--- src/rtl/fetch_byte_sequencer_pkg.sv ---
// Shared types and constants for the byte-serial fetch/decode sequencer.
//   ADDR_W / IMM_W : PC width and displacement/immediate register width
//   MAX_LEN        : architectural maximum instruction length in bytes
//   phase_e        : sequencer phase, also exported as cur_obj
package fetch_byte_sequencer_pkg;

  localparam int unsigned ADDR_W          = 64;
  localparam int unsigned IMM_W           = 64;
  localparam int unsigned MAX_LEN         = 15;
  localparam int unsigned LEN_W           = 4;
  localparam int unsigned SIZE_W          = 4;
  localparam int unsigned MAX_CONST_BYTES = 8;

  typedef logic [ADDR_W-1:0] addr_t;
  typedef logic [IMM_W-1:0]  imm_t;

  // HEADER shares encoding 0 with the fstate OPCODE_1 object.
  typedef enum logic [1:0] {
    PH_HEADER = 2'd0,
    PH_DISP   = 2'd1,
    PH_IMM    = 2'd2,
    PH_ISSUE  = 2'd3
  } phase_e;

  localparam phase_e PH_OPCODE_1 = PH_HEADER;

endpackage

--- src/rtl/fetch_byte_sequencer_if.sv ---
// Bus bundle between the sequencer and its neighbours (fetch buffer,
// header decoder, issue stage).
//   master : sequencer side (drives fb_ready, hdr_active, inst_*, cur_obj)
//   slave  : environment side (drives flush, fb_*, hdr_*, inst_ready)
interface fetch_byte_sequencer_if;
  import fetch_byte_sequencer_pkg::*;

  logic              flush;
  logic [7:0]        fb_byte;
  addr_t             fb_pc;
  logic              fb_valid;
  logic              fb_ready;
  logic              hdr_active;
  logic              hdr_done;
  logic [SIZE_W-1:0] hdr_disp_size;
  logic [SIZE_W-1:0] hdr_imm_size;
  logic              inst_valid;
  logic              inst_ready;
  addr_t             inst_pc;
  logic [LEN_W-1:0]  inst_len;
  imm_t              inst_disp;
  imm_t              inst_imm;
  logic              inst_fault;
  logic [1:0]        cur_obj;

  modport master (
    input  flush, fb_byte, fb_pc, fb_valid, hdr_done, hdr_disp_size,
           hdr_imm_size, inst_ready,
    output fb_ready, hdr_active, inst_valid, inst_pc, inst_len, inst_disp,
           inst_imm, inst_fault, cur_obj
  );

  modport slave (
    output flush, fb_byte, fb_pc, fb_valid, hdr_done, hdr_disp_size,
           hdr_imm_size, inst_ready,
    input  fb_ready, hdr_active, inst_valid, inst_pc, inst_len, inst_disp,
           inst_imm, inst_fault, cur_obj
  );

endinterface

--- src/rtl/fetch_byte_sequencer_const_collector.sv ---
// Byte counter plus little-endian accumulator with running sign extension,
// used for both the displacement and the immediate.
//   clear     : zero size, count and value (highest priority)
//   load      : latch expected byte count, restart counter
//   strobe    : accept byte_in as byte number cnt
//   size_o    : latched byte count
//   last_c    : the byte at the current count is the final one
//   value_o   : accumulated, sign-extended value
module fetch_const_collector
  import fetch_byte_sequencer_pkg::*;
(
  input  logic              clk,
  input  logic              rst,
  input  logic              clear,
  input  logic              load,
  input  logic [SIZE_W-1:0] load_size,
  input  logic              strobe,
  input  logic [7:0]        byte_in,
  output logic [SIZE_W-1:0] size_o,
  output logic              last_c,
  output imm_t              value_o
);

  logic [SIZE_W-1:0] size_q, size_d;
  logic [SIZE_W-1:0] cnt_q, cnt_d;
  imm_t              value_q, value_d;
  logic [5:0]        shamt;
  imm_t              sext;
  imm_t              keep_mask;

  // Byte k replaces everything from bit 8k upward with the sign-extended
  // byte, so the final value is sign-extended from the last byte received.
  always_comb begin
    shamt     = {cnt_q[2:0], 3'b000};
    sext      = {{(IMM_W-8){byte_in[7]}}, byte_in};
    keep_mask = ~(~imm_t'(0) << shamt);
    size_d    = size_q;
    cnt_d     = cnt_q;
    value_d   = value_q;
    if (clear) begin
      size_d  = '0;
      cnt_d   = '0;
      value_d = '0;
    end else if (load) begin
      size_d = load_size;
      cnt_d  = '0;
    end else if (strobe) begin
      value_d = (value_q & keep_mask) | (sext << shamt);
      cnt_d   = cnt_q + SIZE_W'(1);
    end
  end

  always_ff @(posedge clk or posedge rst) begin
    if (rst) begin
      size_q  <= '0;
      cnt_q   <= '0;
      value_q <= '0;
    end else begin
      size_q  <= size_d;
      cnt_q   <= cnt_d;
      value_q <= value_d;
    end
  end

  assign last_c  = (cnt_q + SIZE_W'(1)) == size_q;
  assign size_o  = size_q;
  assign value_o = value_q;

endmodule

--- src/rtl/fetch_byte_sequencer.sv ---
// Byte-serial x86-64 fetch/decode sequencer: walks HEADER -> DISPLACEMENT ->
// IMMEDIATE -> ISSUE, counts instruction length, captures the start PC and
// hands one assembled instruction to the issue stage.
//   clk, rst : clock, asynchronous active-high reset
//   bus      : master side of fetch_byte_sequencer_if (fetch buffer byte
//              handshake, header decoder sizes, issue handshake, cur_obj)
module fetch_byte_sequencer
  import fetch_byte_sequencer_pkg::*;
(
  input  logic                   clk,
  input  logic                   rst,
  fetch_byte_sequencer_if.master bus
);

  phase_e           state_q, state_d;
  logic [LEN_W-1:0] len_q, len_d;
  addr_t            pc_q, pc_d;
  logic             fault_q, fault_d;

  logic              accept;
  logic              clear_c;
  logic              load_c;
  logic              disp_strobe_c;
  logic              imm_strobe_c;
  logic              disp_last_c;
  logic              imm_last_c;
  logic [SIZE_W-1:0] disp_size;
  logic [SIZE_W-1:0] imm_size;
  imm_t              disp_value;
  imm_t              imm_value;

  assign bus.fb_ready = !rst && !bus.flush && (state_q != PH_ISSUE);
  assign accept       = bus.fb_valid && bus.fb_ready;

  // Next-state, length and PC; flush outranks everything, then the issue
  // handshake, then byte acceptance.
  always_comb begin
    state_d       = state_q;
    len_d         = len_q;
    pc_d          = pc_q;
    fault_d       = fault_q;
    clear_c       = 1'b0;
    load_c        = 1'b0;
    disp_strobe_c = 1'b0;
    imm_strobe_c  = 1'b0;
    if (bus.flush) begin
      state_d = PH_HEADER;
      len_d   = '0;
      pc_d    = '0;
      fault_d = 1'b0;
      clear_c = 1'b1;
    end else if (state_q == PH_ISSUE) begin
      if (bus.inst_ready) begin
        state_d = PH_HEADER;
        len_d   = '0;
        fault_d = 1'b0;
        clear_c = 1'b1;
      end
    end else if (accept) begin
      len_d = len_q + LEN_W'(1);
      if (len_q == '0) begin
        pc_d = bus.fb_pc;
      end
      unique case (state_q)
        PH_HEADER: begin
          if (bus.hdr_done) begin
            load_c = 1'b1;
            if ((bus.hdr_disp_size > SIZE_W'(MAX_CONST_BYTES)) ||
                (bus.hdr_imm_size > SIZE_W'(MAX_CONST_BYTES))) begin
              fault_d = 1'b1;
              state_d = PH_ISSUE;
            end else if (bus.hdr_disp_size != '0) begin
              state_d = PH_DISP;
            end else if (bus.hdr_imm_size != '0) begin
              state_d = PH_IMM;
            end else begin
              state_d = PH_ISSUE;
            end
          end
        end
        PH_DISP: begin
          disp_strobe_c = (disp_size != '0);
          if (disp_last_c) begin
            state_d = (imm_size != '0) ? PH_IMM : PH_ISSUE;
          end
        end
        PH_IMM: begin
          imm_strobe_c = 1'b1;
          if (imm_last_c) begin
            state_d = PH_ISSUE;
          end
        end
        default: ;
      endcase
      // Hitting the length limit without finishing ends the instruction.
      if ((len_d == LEN_W'(MAX_LEN)) && (state_d != PH_ISSUE)) begin
        fault_d = 1'b1;
        state_d = PH_ISSUE;
      end
    end
  end

  always_ff @(posedge clk or posedge rst) begin
    if (rst) begin
      state_q <= PH_HEADER;
      len_q   <= '0;
      pc_q    <= '0;
      fault_q <= 1'b0;
    end else begin
      state_q <= state_d;
      len_q   <= len_d;
      pc_q    <= pc_d;
      fault_q <= fault_d;
    end
  end

  fetch_const_collector u_disp (
    .clk       (clk),
    .rst       (rst),
    .clear     (clear_c),
    .load      (load_c),
    .load_size (bus.hdr_disp_size),
    .strobe    (disp_strobe_c),
    .byte_in   (bus.fb_byte),
    .size_o    (disp_size),
    .last_c    (disp_last_c),
    .value_o   (disp_value)
  );

  fetch_const_collector u_imm (
    .clk       (clk),
    .rst       (rst),
    .clear     (clear_c),
    .load      (load_c),
    .load_size (bus.hdr_imm_size),
    .strobe    (imm_strobe_c),
    .byte_in   (bus.fb_byte),
    .size_o    (imm_size),
    .last_c    (imm_last_c),
    .value_o   (imm_value)
  );

  assign bus.hdr_active = (state_q == PH_HEADER);
  assign bus.inst_valid = (state_q == PH_ISSUE);
  assign bus.inst_pc    = pc_q;
  assign bus.inst_len   = len_q;
  assign bus.inst_disp  = disp_value;
  assign bus.inst_imm   = imm_value;
  assign bus.inst_fault = fault_q;
  assign bus.cur_obj    = state_q;

endmodule

--- src/flat_wrapper.sv ---
// flat-port wrapper written by rule: the top's interface ports become plain ports
module fetch_byte_sequencer_flat import fetch_byte_sequencer_pkg::*;
  (clk, rst, bus_flush, bus_fb_byte, bus_fb_pc, bus_fb_valid, bus_hdr_done, bus_hdr_disp_size, bus_hdr_imm_size, bus_inst_ready, bus_fb_ready, bus_hdr_active, bus_inst_valid, bus_inst_pc, bus_inst_len, bus_inst_disp, bus_inst_imm, bus_inst_fault, bus_cur_obj);
  fetch_byte_sequencer_if bus_i ();
  input  logic clk;
  input  logic rst;
  input wire logic [$bits(bus_i.flush)-1:0] bus_flush;
  input wire logic [$bits(bus_i.fb_byte)-1:0] bus_fb_byte;
  input wire logic [$bits(bus_i.fb_pc)-1:0] bus_fb_pc;
  input wire logic [$bits(bus_i.fb_valid)-1:0] bus_fb_valid;
  input wire logic [$bits(bus_i.hdr_done)-1:0] bus_hdr_done;
  input wire logic [$bits(bus_i.hdr_disp_size)-1:0] bus_hdr_disp_size;
  input wire logic [$bits(bus_i.hdr_imm_size)-1:0] bus_hdr_imm_size;
  input wire logic [$bits(bus_i.inst_ready)-1:0] bus_inst_ready;
  output wire logic [$bits(bus_i.fb_ready)-1:0] bus_fb_ready;
  output wire logic [$bits(bus_i.hdr_active)-1:0] bus_hdr_active;
  output wire logic [$bits(bus_i.inst_valid)-1:0] bus_inst_valid;
  output wire logic [$bits(bus_i.inst_pc)-1:0] bus_inst_pc;
  output wire logic [$bits(bus_i.inst_len)-1:0] bus_inst_len;
  output wire logic [$bits(bus_i.inst_disp)-1:0] bus_inst_disp;
  output wire logic [$bits(bus_i.inst_imm)-1:0] bus_inst_imm;
  output wire logic [$bits(bus_i.inst_fault)-1:0] bus_inst_fault;
  output wire logic [$bits(bus_i.cur_obj)-1:0] bus_cur_obj;
  assign bus_i.flush = bus_flush;
  assign bus_i.fb_byte = bus_fb_byte;
  assign bus_i.fb_pc = bus_fb_pc;
  assign bus_i.fb_valid = bus_fb_valid;
  assign bus_i.hdr_done = bus_hdr_done;
  assign bus_i.hdr_disp_size = bus_hdr_disp_size;
  assign bus_i.hdr_imm_size = bus_hdr_imm_size;
  assign bus_i.inst_ready = bus_inst_ready;
  assign bus_fb_ready = bus_i.fb_ready;
  assign bus_hdr_active = bus_i.hdr_active;
  assign bus_inst_valid = bus_i.inst_valid;
  assign bus_inst_pc = bus_i.inst_pc;
  assign bus_inst_len = bus_i.inst_len;
  assign bus_inst_disp = bus_i.inst_disp;
  assign bus_inst_imm = bus_i.inst_imm;
  assign bus_inst_fault = bus_i.inst_fault;
  assign bus_cur_obj = bus_i.cur_obj;
  fetch_byte_sequencer u_core (.clk(clk), .rst(rst), .bus(bus_i));
endmodule
--- config.mk ---
export PLATFORM = sky130hd
export DESIGN_NAME = fetch_byte_sequencer_flat
export DESIGN_NICKNAME = d
export VERILOG_FILES = /design/src/rtl/fetch_byte_sequencer_pkg.sv /design/src/rtl/fetch_byte_sequencer_if.sv /design/src/rtl/fetch_byte_sequencer_const_collector.sv /design/src/rtl/fetch_byte_sequencer.sv /design/src/flat_wrapper.sv
export SDC_FILE = /design/constraint.sdc
export NUM_CORES = 1
export LEC_CHECK = 0
export BUFFER_PORTS_ARGS = -buffer_cell sky130_fd_sc_hd__buf_2
export CORE_ASPECT_RATIO = 1.5
export CORE_MARGIN = 1
export CORE_UTILIZATION = 51
export DETAILED_ROUTE_END_ITERATION = 10
export PLACE_DENSITY_LB_ADDON = 0.2
export SLEW_MARGIN = 20
export SYNTH_ARGS = -nofsm -noshare
export SYNTH_HDL_FRONTEND = slang
export SYNTH_SLANG_ARGS = --single-unit
--- constraint.sdc ---
create_clock -name clk -period 11.6 [get_ports clk]
set_clock_uncertainty 0.1 [all_clocks]
set_input_delay 0.58 -clock clk [delete_from_list [all_inputs] [get_ports clk]]
set_output_delay 0.58 -clock clk [all_outputs]
set_load 0.01 [all_outputs]
# Word-level counts from Yosys, hierarchy flattened

Index checks and enable logic that the tools add are counted.

Register bits: 215
Bits of input ports: 86
Word-level logic and storage cells: 129

$add $sub $neg: 3
Magnitude comparators: 2
Equal/unequal tests: 11
Shifts and indexed selects: 4
Multiplexer cells: 64
Bitwise operators: 6
Reduce and logical (&&, ||, !) cells: 29

Operators with widths:

| cell                                                                | number |
|---|---|
| 64-bit two-way mux                                                  | 10 |
| 64-bit AND                                                          | 2 |
| 64-bit inverter                                                     | 2 |
| 64-bit bitwise OR                                                   | 2 |
| 64-bit by 6-bit left shift with 64-bit output                       | 2 |
| 64-bit by 6-bit left shift with 64-bit output, first input constant | 2 |
| 4-bit two-way mux                                                   | 14 |
| 4-bit nonzero test                                                  | 7 |
| 1-bit two-way mux                                                   | 26 |
| 2-bit two-way mux                                                   | 13 |
| 4-bit by 1-bit adder with 4-bit output, second input constant       | 3 |
| 2-bit nonzero test                                                  | 5 |
| 3-bit nonzero test                                                  | 3 |
| 4-bit == test                                                       | 2 |
| 4-bit > comparator, second input constant                           | 2 |
| 2-bit != test, second input constant                                | 3 |
| 2-bit case mux with 3 select lines                                  | 1 |
| 2-bit AND reduction                                                 | 3 |
| 5-bit AND reduction                                                 | 1 |
| 2-bit == test, second input constant                                | 2 |
| 4-bit == test, second input constant                                | 1 |
| 1-bit logical AND                                                   | 4 |
| 4-bit logical NOT                                                   | 1 |
| 3-bit != test, second input constant                                | 1 |
| other kinds (6)                                                     | 7 |

# Logic depth before layout (Yosys ltp)

Depth after elaboration: 15
Gate-level depth with buffers: 10

# By module

From an unflattened synthesis, not the netlist that was laid out.

Cells, all modules: 924
Area, all modules: 9940.8 um2

By module, submodules not included:

| module                | times used | cells an instance | area an instance (um2) |
|---|---|---|---|
| fetch_const_collector | 2          | 287               | 3338.2 |
| fetch_byte_sequencer  | 1          | 350               | 3264.4 |

# Worst setup path after synthesis

No wires, ideal clock.

Kind: in2reg
Start: input bus_flush
End: register u_core.u_disp.value_q[24] (netlist: u_core.u_disp.value_o[24])
Arrival: 2.251 ns
Required time: 11.413 ns
Path slack: 9.162 ns
Cell stages on the path: 9
Buffers on the path: 4
Path through: buf_6 -> or3b_1 -> buf_2 -> or3_4 -> buf_6 -> a21oi_4 -> buf_6 -> nor2_1 -> a211oi_2

Word-level cells in the longest chain between the ends: 9
Elaborated cells between the ends (all ways): 15

RTL lines:

| item                                                                                            | RTL line                                   | RTL |
|---|---|---|
| start, declared                                                                                 | flat_wrapper.sv:7                          | `input wire logic [$bits(bus_i.flush)-1:0] bus_flush;` |
| 1-bit logical NOT                                                                               | fetch_byte_sequencer.sv:32                 | `assign bus.fb_ready = !rst && !bus.flush && (state_q != PH_ISSUE);` |
| 1-bit logical AND (2 in series)                                                                 | fetch_byte_sequencer.sv:32                 |  |
| 1-bit logical AND                                                                               | fetch_byte_sequencer.sv:33                 | `assign accept = bus.fb_valid && bus.fb_ready;` |
| 1-bit two-way mux                                                                               | fetch_byte_sequencer.sv:59                 | `end else if (accept) begin` |
| 1-bit two-way mux                                                                               | fetch_byte_sequencer.sv:52                 | `end else if (state_q == PH_ISSUE) begin` |
| 1-bit two-way mux                                                                               | fetch_byte_sequencer.sv:46                 | `if (bus.flush) begin` |
| 2-bit by 1-bit != test with 1-bit output (no line) / 2-bit nonzero test (equally long branches) | -                                          |  |
| 2-bit AND reduction (no line)                                                                   | -                                          |  |
| end signal, assigned                                                                            | fetch_byte_sequencer_const_collector.sv:61 | `value_q <= value_d;` |
| end, declared                                                                                   | fetch_byte_sequencer_const_collector.sv:26 | `imm_t value_q, value_d;` |

Several ways; a longest one is shown, not always the timed one.
A chain may end at the register's enable or synchronous reset.

# Worst setup path after layout

Start: register u_core.state_q[0] (netlist: u_core.bus.cur_obj[0])
End: register u_core.u_disp.value_q[0] (netlist: u_core.u_disp.value_o[0])

Word-level cells in the longest chain between the ends: 8
Elaborated cells between the ends (all ways): 20

RTL lines:

| item                                                                                            | RTL line                    | RTL |
|---|---|---|
| start, declared                                                                                 | fetch_byte_sequencer.sv:15  | `phase_e state_q, state_d;` |
| start signal, assigned                                                                          | fetch_byte_sequencer.sv:110 | `state_q <= state_d;` |
| 2-bit != test                                                                                   | fetch_byte_sequencer.sv:32  |  |
| 1-bit logical AND                                                                               | fetch_byte_sequencer.sv:32  |  |
| 1-bit logical AND                                                                               | fetch_byte_sequencer.sv:33  |  |
| 1-bit two-way mux                                                                               | fetch_byte_sequencer.sv:59  |  |
| 1-bit two-way mux                                                                               | fetch_byte_sequencer.sv:52  |  |
| 1-bit two-way mux                                                                               | fetch_byte_sequencer.sv:46  |  |
| 2-bit by 1-bit != test with 1-bit output (no line) / 2-bit nonzero test (equally long branches) | -                           |  |
| 2-bit AND reduction (no line)                                                                   | -                           |  |

Several ways; a longest one is shown, not always the timed one.

==> key figures <==
Clock network
  – Hold buffers post-CTS: 0
  – CTS tree: done
  – CTS H-tree depth: 1
  – CTS max path bufs: 3
  – Clock latency on the worst-skew pair: just under 500 ps
  – CTS sink count: 215
  – Resized cells post-CTS: 0
  – Clock buffer count from CTS: 21
  – Clock transition at the registers of the reported paths: 70 ps
  – Postcts setup bufs: 0
  – CTS root buf: clkbuf_16

Worst setup path
  – Slowest cell on the critical path: o211ai_1
  – FF-to-FF Start: u_core.bus.cur_obj[0]
  – FF-to-FF path depth: 7
  – Kind of critical path: reg -> reg
  – Worst-path cell chain: and2_1 > a21o_2 > buf_4 > o211ai_1 > buf_2 > nor3_1 > a31o_2
  – Crit path DAT: between 3000 and 4000 ps
  – Crit path required time: 11,890 ps
  – Critical path startpoint: u_core.bus.cur_obj[0]
  – Critical path capture point type: flip-flop
  – Crit-path max FO: 50
  – CP startpoint kind: flip-flop
  – CP max stage delay: 640 ps
  – R2r setup slk: between 8000 and 9000 ps

Pwr
  – Comb power frac: a little under a tenth
  – Part of the power in registers: 47.9%
  – Leakage Power: 0.006011 uW
  – Design internal power: 1249 uW
  – Clk pwr share: a little over two fifths
  – PD cells: about 140 nW/um2
  – Switching component of the power: about 400 uW
  – Overall power: roughly 1600 uW
  – IR drop worst, VDD: ~0.075 mV
  – Switching part of the total power: about a quarter

STA
  – RSZ-0062 raised after global routing: no
  – Worst-margin pin slew: between 1000 and 1500 ps
  – Worst Setup Slack, final: around 8700 ps
  – Tcrit/Tclk final: roughly 25%
  – Setup TNS: 0 ps
  – FMAX: between 300 and 400 MHz
  – Final Hold Viols: 0
  – Fin crit period: 2907 ps
  – Final setup violation count: 0
  – Slew HR: a little under a third
  – Slew Limit Fails: 0

Placement
  – IO Port Bufs: 287
  – Cells after DPL: about 1,500
  – Pre-CTS setup slack: 8421 ps
  – Final GP Congestion: about 0.84
  – DP Wirelength: 18,610 um

Synth
  – Synth Area in Adders: ~1.4%
  – Post-Synth XOR/XNOR Area: 1.187%
  – Ys Warns: 0
  – FF+latch count, synth: approximately 220
  – Cell count after synthesis: around 1,000
  – Share of the synthesized area in the top cell type: 56.09%
  – Number of flops mapped to enable cells by yosys: 0
  – Synth Area per Inst: around 9.4 um2
  – Yosys cell types: between 50 and 60
  – Largest cells by area after synthesis: dfrtp_1, nand2_1, a21oi_1
  – Register area share after synthesis: a little under three fifths
  – Post-synthesis mux area share: less than 1%
  – Post-Synth Simple-Gate Area: 15.56%
  – Synth Area in Compound Gates: about 21%
  – Post-Synthesis Cell Area: approximately 9600 um2
  – Mapped Nets: roughly 1,100
  – FFs w/ async S/R, synth: 100.0%
  – Area leader, netlist: dfrtp_1
  – Largest family of logic cells by synthesized area: compound AO/OA/AOI/OAI gates
  – Dominant synthesized flop cell: dfrtp_1

GRT
  – Remaining global-route overflow: 0
  – GRT Resource Usage Total: between 20 and 30%
  – Largest net degree at the start of global routing: between 100 and 150
  – Initial antenna violation count: 1
  – Vias in the first global route: around 8,000
  – First-pass GRT wire length: 42,020 um

Worst hold path
  – Worst min-delay path category: in -> async

Cells and area
  – Final core occ: between 60% and 70%
  – Final Instance Count excl. Fillers: roughly 1,500
  – Share of layout cells above drive strength 1: between 20 and 30%
  – Area Growth Syn to Fin: 23.38%
  – Layout Nets: 1,360
  – # fillers: 1,623

Route
  – Initial DRC count: 657
  – Number of remaining DRC errors: 0
  – Routed len/inst: approximately 18 um
  – Final WL: roughly 27,000 um
  – DRT Pass-1 Iters: 5
  – Vias: ~8,600
  – Via density per instance: between 5 and 6
  – Antenna viol nets, final: 0

Floorplanning
  – Die H: around 170 um
  – Core Region: about 18,000 um2
  – Width of the die: around 110 um
  – # rows: between 60 and 70
  – I/O Pins: 288
  – Initial Utilization: between 50 and 60%
  – Die ar.: 19,370 um2

Flow run
  – Max_cap viols: 0

Status
  – Status: completed
-- power by group through the flow --
stage | sequential (uW) | clock (uW) | combinational (uW)
floorplan | 811 | 0 | 82.2
global placement | 803 | 0 | 157
detailed placement | 803 | 0 | 159
CTS | 789 | 718 | 159
global route | 792 | 742 | 176
finish | 790 | 700 | 158
-- final timing paths --
| kind | to |
|---|---|
| worst min-delay path | u_core.bus.inst_len[1] |
| max in group asynchronous | u_core.u_disp.size_o[3] |
| worst max register to register | u_core.u_disp.value_o[0] |
| worst max-delay path | u_core.u_disp.value_o[0] |
| worst min register to register | u_core.u_imm.value_o[52] |
| min in group clk | u_core.bus.inst_pc[57] |
-- state kept, by name (all words and copies together), names as in the netlist --
signal,flops
u_core.u_imm.size_o,4
u_core.u_disp.size_o,4
u_core.bus.cur_obj,2
u_core.bus.inst_pc,64
u_core.u_imm.cnt_q,4
u_core.bus.inst_len,4
u_core.u_imm.value_o,64
u_core.bus.inst_fault,1
u_core.u_disp.value_o,64
u_core.u_disp.cnt_q,4
-- cells by family (layout without fill, tap and decap cells) --
logic type      after synthesis  in the layout
xor+xnor                     13             13
buf+inv                      93            349
mux                           2              2
compound gates              339            339
other cells                   0              1
simple gates                348            348
fa+ha+maj                    11             11
flops                       215            215
-- cells in the mapped netlist (2+ instances only) --
cell	number
nor2_1	37
ha_1	11
inv_1	14
a211oi_1	12
a22oi_1	2
o21ai_0	111
nor3_1	13
a21o_1	4
o22ai_1	2
a32o_1	3
a31oi_1	10
buf_2	12
nor2_2	2
nand3_1	24
a22o_1	42
and2_0	2
buf_6	3
a21oi_1	119
o21a_1	2
dfrtp_1	215
clkbuf_1	57
a211oi_2	4
o31ai_1	12
nor4_1	3
xnor2_1	9
nand2b_1	7
and3_1	2
and2_1	5
or2_2	3
buf_1	5
o2bb2ai_1	8
nand2_1	224
xor2_1	4
nor2b_1	19
-- layout make-up --
| cell class | instances | area (um2) | area share (%) |
|---|---|---|---|
| sequential | 215 | 5380 | 45.46 |
| multi-input combinational | 713 | 3849 | 32.52 |
| timing repair buffer | 296 | 1505 | 12.72 |
| clock buffer | 32 | 636.9 | 5.382 |
| tap | 252 | 315.3 | 2.664 |
| clock inverter | 5 | 77.57 | 0.6555 |
| inverter | 16 | 67.56 | 0.5709 |
| antenna | 1 | 2.502 | 0.02115 |
-- cell usage in the layout (no fill, tap or decap), types with 13 or more instances in the layout --
master and n:
clkbuf_16 21, o21ai_0 111, inv_1 13, buf_2 288, nand3_1 23, nand2_1 224
dfrtp_1 215, nor2_1 37, nor2b_1 19, a21oi_1 118, a22o_1 42
-- per-stage QoR --
stage	hold WS [ps]	instance area, um2
after CTS	178.4	11820
after global routing	194.9	11830
after floorplan	371.3	9592
after detailed placement	359.3	11100
final	195.1	11830
after global placement	348.2	11100
-- critical path, delay by kind of cell, from the launching register on --
family	cells	cell delay, ps
and+or+nand+nor	2	410
AOI/OAI and AO/OA	3	1120
DFF	1	530
buffers and inverters	2	620
-- metal layers --
metal	track usage [%]	wire length, um	vias to the layer above
li1	-	-	4018
met1	35.65	10920	4121
met2	45.56	13220	356
met3	4.986	1966	55
met4	11.41	973	0
met5	0	0	-
No activity file was read; power rests on OpenSTA's default activity.
